--- config.mk ---
export PLATFORM = sky130hd
export DESIGN_NAME = sysarr_skew_feeder
export DESIGN_NICKNAME = d
export VERILOG_FILES = /design/src/rtl/sysarr_skew_feeder.sv
export SDC_FILE = /design/constraint.sdc
export NUM_CORES = 1
export LEC_CHECK = 0
export CAP_MARGIN = 20
export CORE_UTILIZATION = 47
export DETAILED_ROUTE_END_ITERATION = 12
export PLACE_DENSITY = 0.87
export SYNTH_ARGS = -nofsm -noshare
export SYNTH_HDL_FRONTEND = slang
export SYNTH_SLANG_ARGS = --single-unit
--- constraint.sdc ---
create_clock -name clk -period 1.9 [get_ports clk]
set_input_delay 0.475 -clock clk [delete_from_list [all_inputs] [get_ports clk]]
set_output_delay 0.475 -clock clk [all_outputs]
set_load 0.01 [all_outputs]
--- src/rtl/sysarr_skew_feeder.sv ---
// sysarr_skew_feeder: skews a SIZE-lane word vector into a diagonal wavefront for a systolic-array edge (SKEW_REVERSE_EN flips the skew direction)
module sysarr_skew_feeder #(
  parameter int n    = 31,
  parameter int SIZE = 4
) (
  input  logic                  clk,
  input  logic                  rst,
  input  logic                  in_valid,
  output logic                  in_ready,
  input  logic                  in_last,
  input  logic [SIZE*(n+1)-1:0] in_data,
  output logic [SIZE*(n+1)-1:0] out_data,
  output logic [SIZE-1:0]       out_valid,
  output logic                  frame_done
);
  localparam int W  = n + 1;
  localparam int CW = SIZE > 1 ? $clog2(SIZE) : 1;
  typedef enum logic [1:0] {IDLE, STREAM, FLUSH} state_t;
  state_t        state;
  logic [CW-1:0] cnt;
  logic          acc;
  assign in_ready = (state != FLUSH) & ~rst;
  assign acc      = in_valid & in_ready;
  // FLUSH lasts SIZE-1 cycles so frame_done lines up with the longest lane
  always_ff @(posedge clk) begin
    if (rst) begin
      state      <= IDLE;
      cnt        <= '0;
      frame_done <= 1'b0;
    end else begin
      frame_done <= 1'b0;
      case (state)
        IDLE, STREAM: begin
          if (acc && in_last) begin
            if (SIZE == 1) begin
              frame_done <= 1'b1;
              state      <= IDLE;
            end else begin
              state <= FLUSH;
              cnt   <= CW'(SIZE > 1 ? SIZE - 2 : 0);
            end
          end else if (acc) begin
            state <= STREAM;
          end
        end
        FLUSH: begin
          if (cnt == '0) begin
            state      <= IDLE;
            frame_done <= 1'b1;
          end else begin
            cnt <= cnt - CW'(1);
          end
        end
        default: state <= IDLE;
      endcase
    end
  end
  for (genvar i = 0; i < SIZE; i++) begin : g_lane
`ifdef SKEW_REVERSE_EN
    localparam int D = SIZE - i;
`else
    localparam int D = i + 1;
`endif
    logic [W-1:0] dq [D];
    logic [D-1:0] vq;
    always_ff @(posedge clk) begin
      if (rst) begin
        for (int k = 0; k < D; k++) dq[k] <= '0;
        vq <= '0;
      end else begin
        dq[0] <= acc ? in_data[i*W +: W] : '0;
        vq[0] <= acc;
        for (int k = 1; k < D; k++) begin
          dq[k] <= dq[k-1];
          vq[k] <= vq[k-1];
        end
      end
    end
    assign out_data[i*W +: W] = dq[D-1];
    assign out_valid[i]       = vq[D-1];
  end
endmodule

After elaboration in Yosys (flattened, before gate mapping)
Memories as Yosys holds them, arrays and structs flattened.
Index checks and enable logic that the tools add are counted.

storage, ports and cells
  bits in writable memories = 320
  word-level logic and storage cells = 67
  flip-flop bits (word level) = 15
  memories = 4
  input bits = 132

cells by class
  add/subtract/negate cells = 1
  mux-type cells = 26
  bitwise gates (word level) = 13
  equal/unequal tests = 7
  reduce and logical (&&, ||, !) cells = 9

memory list
  name          depth  width  rd ports  clocked after Yosys merged registers in  wr ports  line  source
  g_lane[3].dq  4      32     4         0                                        4         64    logic [W-1:0] dq [D];
  g_lane[2].dq  3      32     3         0                                        3         64
  g_lane[1].dq  2      32     2         0                                        2         64
  g_lane[0].dq  1      32     1         0                                        1         64

operator list
  kind                   number
  $mux W32               14
  $reduce_or A32 Y1      1
  $mux W2                5
  $or A1 B1 Y1           9
  $ne A2 B2 Y1 const B   4
  $pmux W2 S2            2
  $mux W1                5
  $logic_not A2 Y1       2
  $reduce_or A2 Y1       2
  $ne A3 B3 Y1 const B   1
  $reduce_and A3 Y1      1
  $and A1 B1 Y1          2
  $eq A2 B1 Y1 const B   1
  $eq A2 B2 Y1 const B   1
  $not A1 Y1             2
  $reduce_and A2 Y1      1
  $reduce_bool A2 Y1     1
  $sub A2 B1 Y2 const B  1
  $logic_and A1 B1 Y1    1

Longest topological paths before layout
Gate-level depths: netlist of run 1.

  word-level depth = 6
  gate-level depth with buffers = 5
  gate-level depth less buffers = 5

Worst setup path after synthesis of run 1
Ideal clock, no wire load.

  path type = flip-flop to flip-flop
  start point = reg cnt[0]
  end point = reg cnt[1]
  buffers on the path = 0
  path slack = 0.491 ns
  clock period less this slack = 1.409 ns
  stages on the path, launching flop included = 6
  required time = 1.805 ns
  data arrival time = 1.314 ns
  path through = dfxtp_1 -> inv_1 -> ha_1 -> or3b_1 -> o21a_1 -> a221oi_1

between the ends
  cells in the longest elaborated chain, start to end = 3

ends and longest elaborated chain
  element                                                   line    source
  start: declaration                                        20      logic [CW-1:0] cnt;
  start signal: assignment                                  40      cnt <= CW'(SIZE > 1 ? SIZE - 2 : 0);
  start signal: assignment                                  51      cnt <= cnt - CW'(1);
  $sub A2 B1 Y2 / $logic_not A2 Y1 (equally long branches)  51, 47
  $mux W2 / $ne A2 B2 Y1 (equally long branches)            --
  $pmux W2 S2 / $reduce_and A3 Y1 (equally long branches)   --

Several ways; a longest one is shown, not always the timed one. The select of a mux whose other input is x is not followed.
A chain may end at the register's enable or synchronous reset.

==> qor.yml, run 1 <==
grt_usage: 0.156
crit_buf_inv: 1
drc_errors: 0
design_area_um2: 12900
synth_compound_area_frac: 0.00452
synth_top_cell_by_area: "dfxtp_1"
antenna_found_initial: 0
setup_viol: 0
fmax_mhz: 537
overflow: 0
max_cap_violations: 0
synth.avg_cell_area_um2: 12.2
slew_violations: 0
period_share: 0.980
crit_chain: "clkdlybuf4s50_1"
cts_inserted_buffers: 30
muxShareOfSynthArea: 0
reg2reg_to: "cnt[1]$_SDFFE_PP0P_"
die_area_um2: 20600
finalNetCount: 1111
reg2reg_from: "cnt[0]$_SDFFE_PP0P_"
synthTopCellsByArea: "dfxtp_1 (70%), nor2b_1 (13%), and2_1 (8.5%), buf_4 (5.2%), clkbuf_1 (0.84%)"
syn_nets: 906
timing.critical_path.to_type: "output pin"
worstSkewPairLatency_ns: 0.53
synth_cell_types: 23
yosys.area_share.adder: 0.00133
die_height_um: 143
drt_iter0_markers: 166
path_clk_slew_ns: 0.06
numPortBuffers: 265
htreeDepth: 1
grtUsageMet1: 0.170
grt_pass1_vias: 4985
synth_seq_cells: 329
synth-simple-area-share: 0.223
whs_endpoint: "g_lane[3].dq[2][21]$_SDFF_PP0_"
powerDensity_nw_per_um2: 1050
rows: 51
use_met2: 0.282
grt_pass1_wl_um: 25000
path_class: "flop to output pin"
cp_slowest_stage_delay_ns: 0.54
synthesis.area_um2: 9400
ant_nets: 0
cts.sinks: 329
critical_path_peak_fanout: 1
cts_hold_buffers: 0
slew_headroom: 0.477
met3_usage: 0.0450
vdd_drop_max_mv: 0.961
antenna_cells: 0
worst_pin_slew_ns: 0.785
route.vias.total: 5246
vias_per_cell: 4.15
r2r_cells: 5
holdCritStartpoint: "g_lane[3].dq[1][21]$_SDFF_PP0_"
start_util: 0.482
hold_violations: 0
synth_top_family_by_area: "simple AND/OR/NAND/NOR gates"
die_w_um: 143
total_power_mw: 13.6
cp.depth: 1
critPathRequiredTime_ns: 1.42
layout-drive-gt1-share: 0.0611
synthCells: 773
run_status: "finished, final reports clean"
firstDrtPassIters: 4
crit_family: "buffers and inverters"
yosysSeqAreaShare: 0.700
holdPathStages: 1
postPlaceCellArea_um2: 11900
drt_wl_total_um: 16900
pin_count: 266
cts-root-buf: "clkbuf_16"
synthDominantCellAreaShare: 0.700
wire_per_inst_um: 13.4
grt-busiest-layer: "met2"
synthToLayoutAreaGrowth_pct: 37.3
synth_xor_area_frac: 0
worstPathArrival_ns: 1.39
hpwlAfterDp_um: 11500
core_area_um2: 19500
yosysWarnings: 0
fin_skew_ns: 0.00929
cts_buffer_depth: 3
reg2reg_slack_ns: 0.33
leakage_nw: 6.07
cts_tree: "built"
place.gp.congestion: 0.803
grt_start_max_net_pins: 118
fin_crit_ns: 1.86
cpMaxStageDelayCell: "clkdlybuf4s50_1"
start_kind: "flop"
min_path_type: "flop to flop"
cells in the mapped netlist:
cell       number
a2111oi_0       1
a21oi_1         1
a221oi_1        1
and2_1        128
and3b_1         1
buf_2           2
buf_4          65
buf_6           2
clkbuf_1       21
clkbuf_2       11
dfxtp_1       329
ha_1            1
inv_1           2
nand2_1         1
nand3b_1        1
nor2_1          3
nor2b_1       196
nor2b_2         1
nor3_1          1
nor3b_4         1
o21a_1          2
o21ai_0         1
or3b_1          1
routing by layer:
metal	wire [um]	vias up
met2	8560	168
met4	697	0
met3	1130	52
met1	6520	2353
met5	0	-
li1	-	2673
cell usage in the layout (no fill, tap or decap), drive strengths merged, types with 2 or more instances in the layout:
cell type | Yosys | layout
buf | 69 | 10
clkbuf | 32 | 43
clkdlybuf4s50 | 0 | 179
inv | 2 | 2
dfxtp | 329 | 329
dlygate4sd2 | 0 | 37
o21a | 2 | 2
and2 | 128 | 128
dlymetal6s2s | 0 | 48
clkinv | 0 | 9
nor2 | 3 | 3
nor2b | 197 | 197
cell type report:
class | count | area, um2
fillers | 1443 | 6610
flip-flops and latches | 329 | 6590
repair buffers | 274 | 2870
multi-input cells | 341 | 2160
clock buffers | 43 | 881
well taps | 265 | 332
clock inverters | 10 | 75.1
inverters | 2 | 7.51
kinds of logic after synthesis:
kind of cell | count (synthesis)
AOI/OAI and AO/OA | 6
adders and majority gates | 1
buffers and inverters | 103
DFF | 329
and+or+nand+nor | 334
stage by stage:
| stage | utilization | hold slack, ns | TNS [ns] | cells | setup WS (ns) |
|---|---|---|---|---|---|
| after detailed placement | 0.608 | 0.420 | 0 | 1211 | 0.0507 |
| final | 0.661 | 0.433 | 0 | 1264 | 0.0377 |
| after CTS | 0.655 | 0.412 | 0 | 1264 | 0.000344 |
| after global placement | 0.608 | 0.416 | 0 | 1211 | 0.0847 |
| after floorplan | - | 0.414 | 0 | 773 | 0.491 |
| after global routing | 0.661 | 0.426 | -0.0256 | 1264 | -0.0146 |
state kept, by name, summed over array words and instances (netlist names):
register / flops
g_lane.vq: 4
state: 2
g_lane.dq: 320
cnt: 2
frame_done: 1
repair_timing:
action | in CTS | in global routing
setup endpoints to repair | 37 | 49
buffers inserted | 0 | 0
gates resized for setup | 38 | 50
how the worst max path moves through the flow:
stage / from / slack [ns] / to
6_report: g_lane[1].dq[0][40]$_SDFF_PP0_ / 0.04 / out_data[40]
5_1_grt: g_lane[2].dq[0][92]$_SDFF_PP0_ / -0.01 / out_data[92]
4_1_cts: g_lane[1].dq[0][59]$_SDFF_PP0_ / 0.0003 / out_data[59]
3_5_place_dp: in_valid / 0.05 / g_lane[3].dq[0][11]$_SDFF_PP0_
3_3_place_gp: in_valid / 0.08 / g_lane[0].dq[0][18]$_SDFF_PP0_
2_1_floorplan: cnt[0]$_SDFFE_PP0P_ / 0.49 / cnt[1]$_SDFFE_PP0P_
power breakdown:
group          internal, mW  switching, mW
clock network          3.33           2.39
registers              7.11         0.0497
logic                 0.475          0.255
total                  10.9           2.69
No activity file was read; power rests on OpenSTA's default activity.
==> run 2, diff against run 1 <==
- CORE_MARGIN: not set -> 3
==> qor.yml, run 2 (synthesis results as in run 1) <==
max_cap_violations: 0  # unchanged
leakage_nw: 6.06  # -0.14%
utilization: 0.659  # -0.00279
start_kind: "flop"
timing.critical_path.to_type: "output pin"
overflow: 0  # unchanged
numPortBuffers: 265  # unchanged
path_clk_slew_ns: 0.06  # about the same
ant_nets: 0  # unchanged
largest-register: "g_lane.dq"
drc_errors: 0  # unchanged
fin_crit_ns: 1.88  # +0.0183 ns
fmax_mhz: 532  # -0.97%
core_area_um2: 19600  # +0.33%
place.gp.congestion: 0.756  # -5.8%
die_w_um: 147  # +2.8%
antenna_found_initial: 1  # +1
min_path_type: "input port to flop"
run_status: "finished, final reports clean"
drt_wl_total_um: 17900  # +5.8%
htreeDepth: 1  # unchanged
powerDensity_nw_per_um2: 1100  # +4.2%
firstDrtPassIters: 4  # unchanged
period_share: 0.990  # +0.00963
wire_per_inst_um: 14.1  # +5.8%
crit_family: "buffers and inverters"
synthToLayoutAreaGrowth_pct: 37.2  # about the same
hpwlAfterDp_um: 11600  # +1.4%
fin_skew_ns: 0.0106  # +0.00128 ns
crit_chain: "clkdlybuf4s50_1"
cts_hold_buffers: 0  # unchanged
critPathRequiredTime_ns: 1.42  # about the same
fillers: 1437  # -0.42%
reg2reg_from: "cnt[0]$_SDFFE_PP0P_"
final_cell_mix: "dfxtp_1 (327), nor2b_1 (196), clkdlybuf4s50_1 (153), and2_1 (128), dlygate4sd2_1 (73)"
worst_pin_slew_ns: 0.792  # +0.00668 ns
worstSkewPairLatency_ns: 0.54  # about the same
holdPathStages: 3  # +2
crit_buf_inv: 1  # unchanged
largest_reg_flops: 320  # unchanged
rows: 51  # unchanged
finalNetCount: 1107  # -0.36%
holdCritStartpoint: "rst"
postPlaceCellArea_um2: 11800  # -0.70%
cts_buffer_depth: 3  # unchanged
die_height_um: 147  # +2.8%
cts_tree: "built"
setup_viol: 0  # unchanged
design_area_um2: 12900  # about the same
cp_slowest_stage_delay_ns: 0.55  # about the same
slew_headroom: 0.472  # -0.00445
worstPathArrival_ns: 1.41  # +0.02 ns
grt_usage: 0.153  # -0.00306
r2r_cells: 5  # unchanged
cts_inserted_buffers: 31  # +3.3%
route.vias.total: 5192  # -1.0%
cpMaxStageDelayCell: "clkdlybuf4s50_1"
grt_start_max_net_pins: 201  # +70%
path_class: "flop to output pin"
start_util: 0.480  # -0.00157
critical_path_peak_fanout: 1  # unchanged
top_regs: "g_lane.dq x320, g_lane.vq x4"
final_common_cell: "dfxtp_1"
cts-root-buf: "clkbuf_16"
reg2reg_slack_ns: 0.29  # -0.04 ns
slew_violations: 0  # unchanged
die_area_um2: 21700  # +5.7%
vdd_drop_max_mv: 0.924  # -3.9%
whs_ns: 0.339  # -0.0940 ns
pin_count: 266  # unchanged
drt_iter0_markers: 125  # -25%
grt_pass1_wl_um: 26600  # +6.5%
vias_per_cell: 4.10  # -1.1%
hold_violations: 0  # unchanged
layout-drive-gt1-share: 0.0641  # +0.00300
whs_endpoint: "g_lane[1].vq[0]$_SDFF_PP0_"
reg2reg_to: "cnt[1]$_SDFFE_PP0P_"
grt_pass1_vias: 5088  # +2.1%
cts.sinks: 329  # unchanged
-- run 2: cell types whose count changed in the layout (fill, tap and decap cells not counted), sizes merged, moves of 3 or more --
cell | before | now
clkinvlp | 0 | 3
buf | 10 | 5
inv | 2 | 5
clkbuf | 43 | 40
clkdlybuf4s50 | 179 | 153
bufinv | 1 | 4
dlygate4sd2 | 37 | 73
dlymetal6s2s | 48 | 37
-- run 2: timing repair --
item / CTS / global route
pin swaps: 0 / 0
endpoints found under the setup margin: 74 / 38
buffers inserted: 1 / 0
resized for setup: 77 / 39
-- run 2: where the power goes --
group          internal [mW]  switching (mW)  total [mW]
combinational          0.447           0.256       0.703
sequential              7.11          0.0499        7.16
clock                   3.79            2.52        6.31
-- run 2: how the worst max path moves through the flow --
stage,startpoint,to,slack (ns),cells past startpoint
finish,g_lane[2].dq[0][82]$_SDFF_PP0_,out_data[82],0.02,1
CTS,g_lane[1].dq[0][60]$_SDFF_PP0_,out_data[60],0.0003,1
detailed placement,in_valid,g_lane[3].dq[0][25]$_SDFF_PP0_,0.03,4
global placement,in_valid,g_lane[0].dq[0][24]$_SDFF_PP0_,0.09,4
global route,g_lane[1].dq[0][34]$_SDFF_PP0_,out_data[34],-0.04,1
floorplan,cnt[0]$_SDFFE_PP0P_,cnt[1]$_SDFFE_PP0P_,0.49,5
-- run 2: metal layers --
metal	vias up	track usage	part of all wire
met5	-	0	0
met4	0	0.0592	0.025
met3	28	0.0497	0.066
met2	161	0.266	0.51
met1	2329	0.177	0.40
li1	2674	-	-
-- run 2: layout make-up --
class | instances | area (um2) | share of cell area
Sequential cell | 329 | 6590 | 0.511
Timing Repair Buffer | 269 | 2720 | 0.211
Multi-Input combinational cell | 341 | 2160 | 0.167
Clock buffer | 40 | 870 | 0.0674
Tap cell | 265 | 332 | 0.0257
Clock inverter | 18 | 216 | 0.0168
Inverter | 2 | 7.51 | 0.000582
Antenna cell | 1 | 2.50 | 0.000194
-- run 2: per-stage QoR --
| step | setup TNS (ns) | total power [mW] | cells | worst slack [ns] |
|---|---|---|---|---|
| CTS | 0 | 14.4 | 1264 | 0.000297 |
| detailed placement | 0 | 8.05 | 1205 | 0.0302 |
| finish | 0 | 14.2 | 1265 | 0.0194 |
| global route | -0.107 | 14.7 | 1265 | -0.0369 |
| global placement | 0 | 8.02 | 1205 | 0.0898 |
| floorplan | 0 | 7.62 | 773 | 0.491 |
-- run 2: worst register-to-register path, cell delays in order, from the launching register on --
cell	delay (ns)
dfxtp_1	0.38
inv_1	0.06
ha_1	0.24
or3b_1	0.38
o21a_1	0.15
a221oi_1	0.29
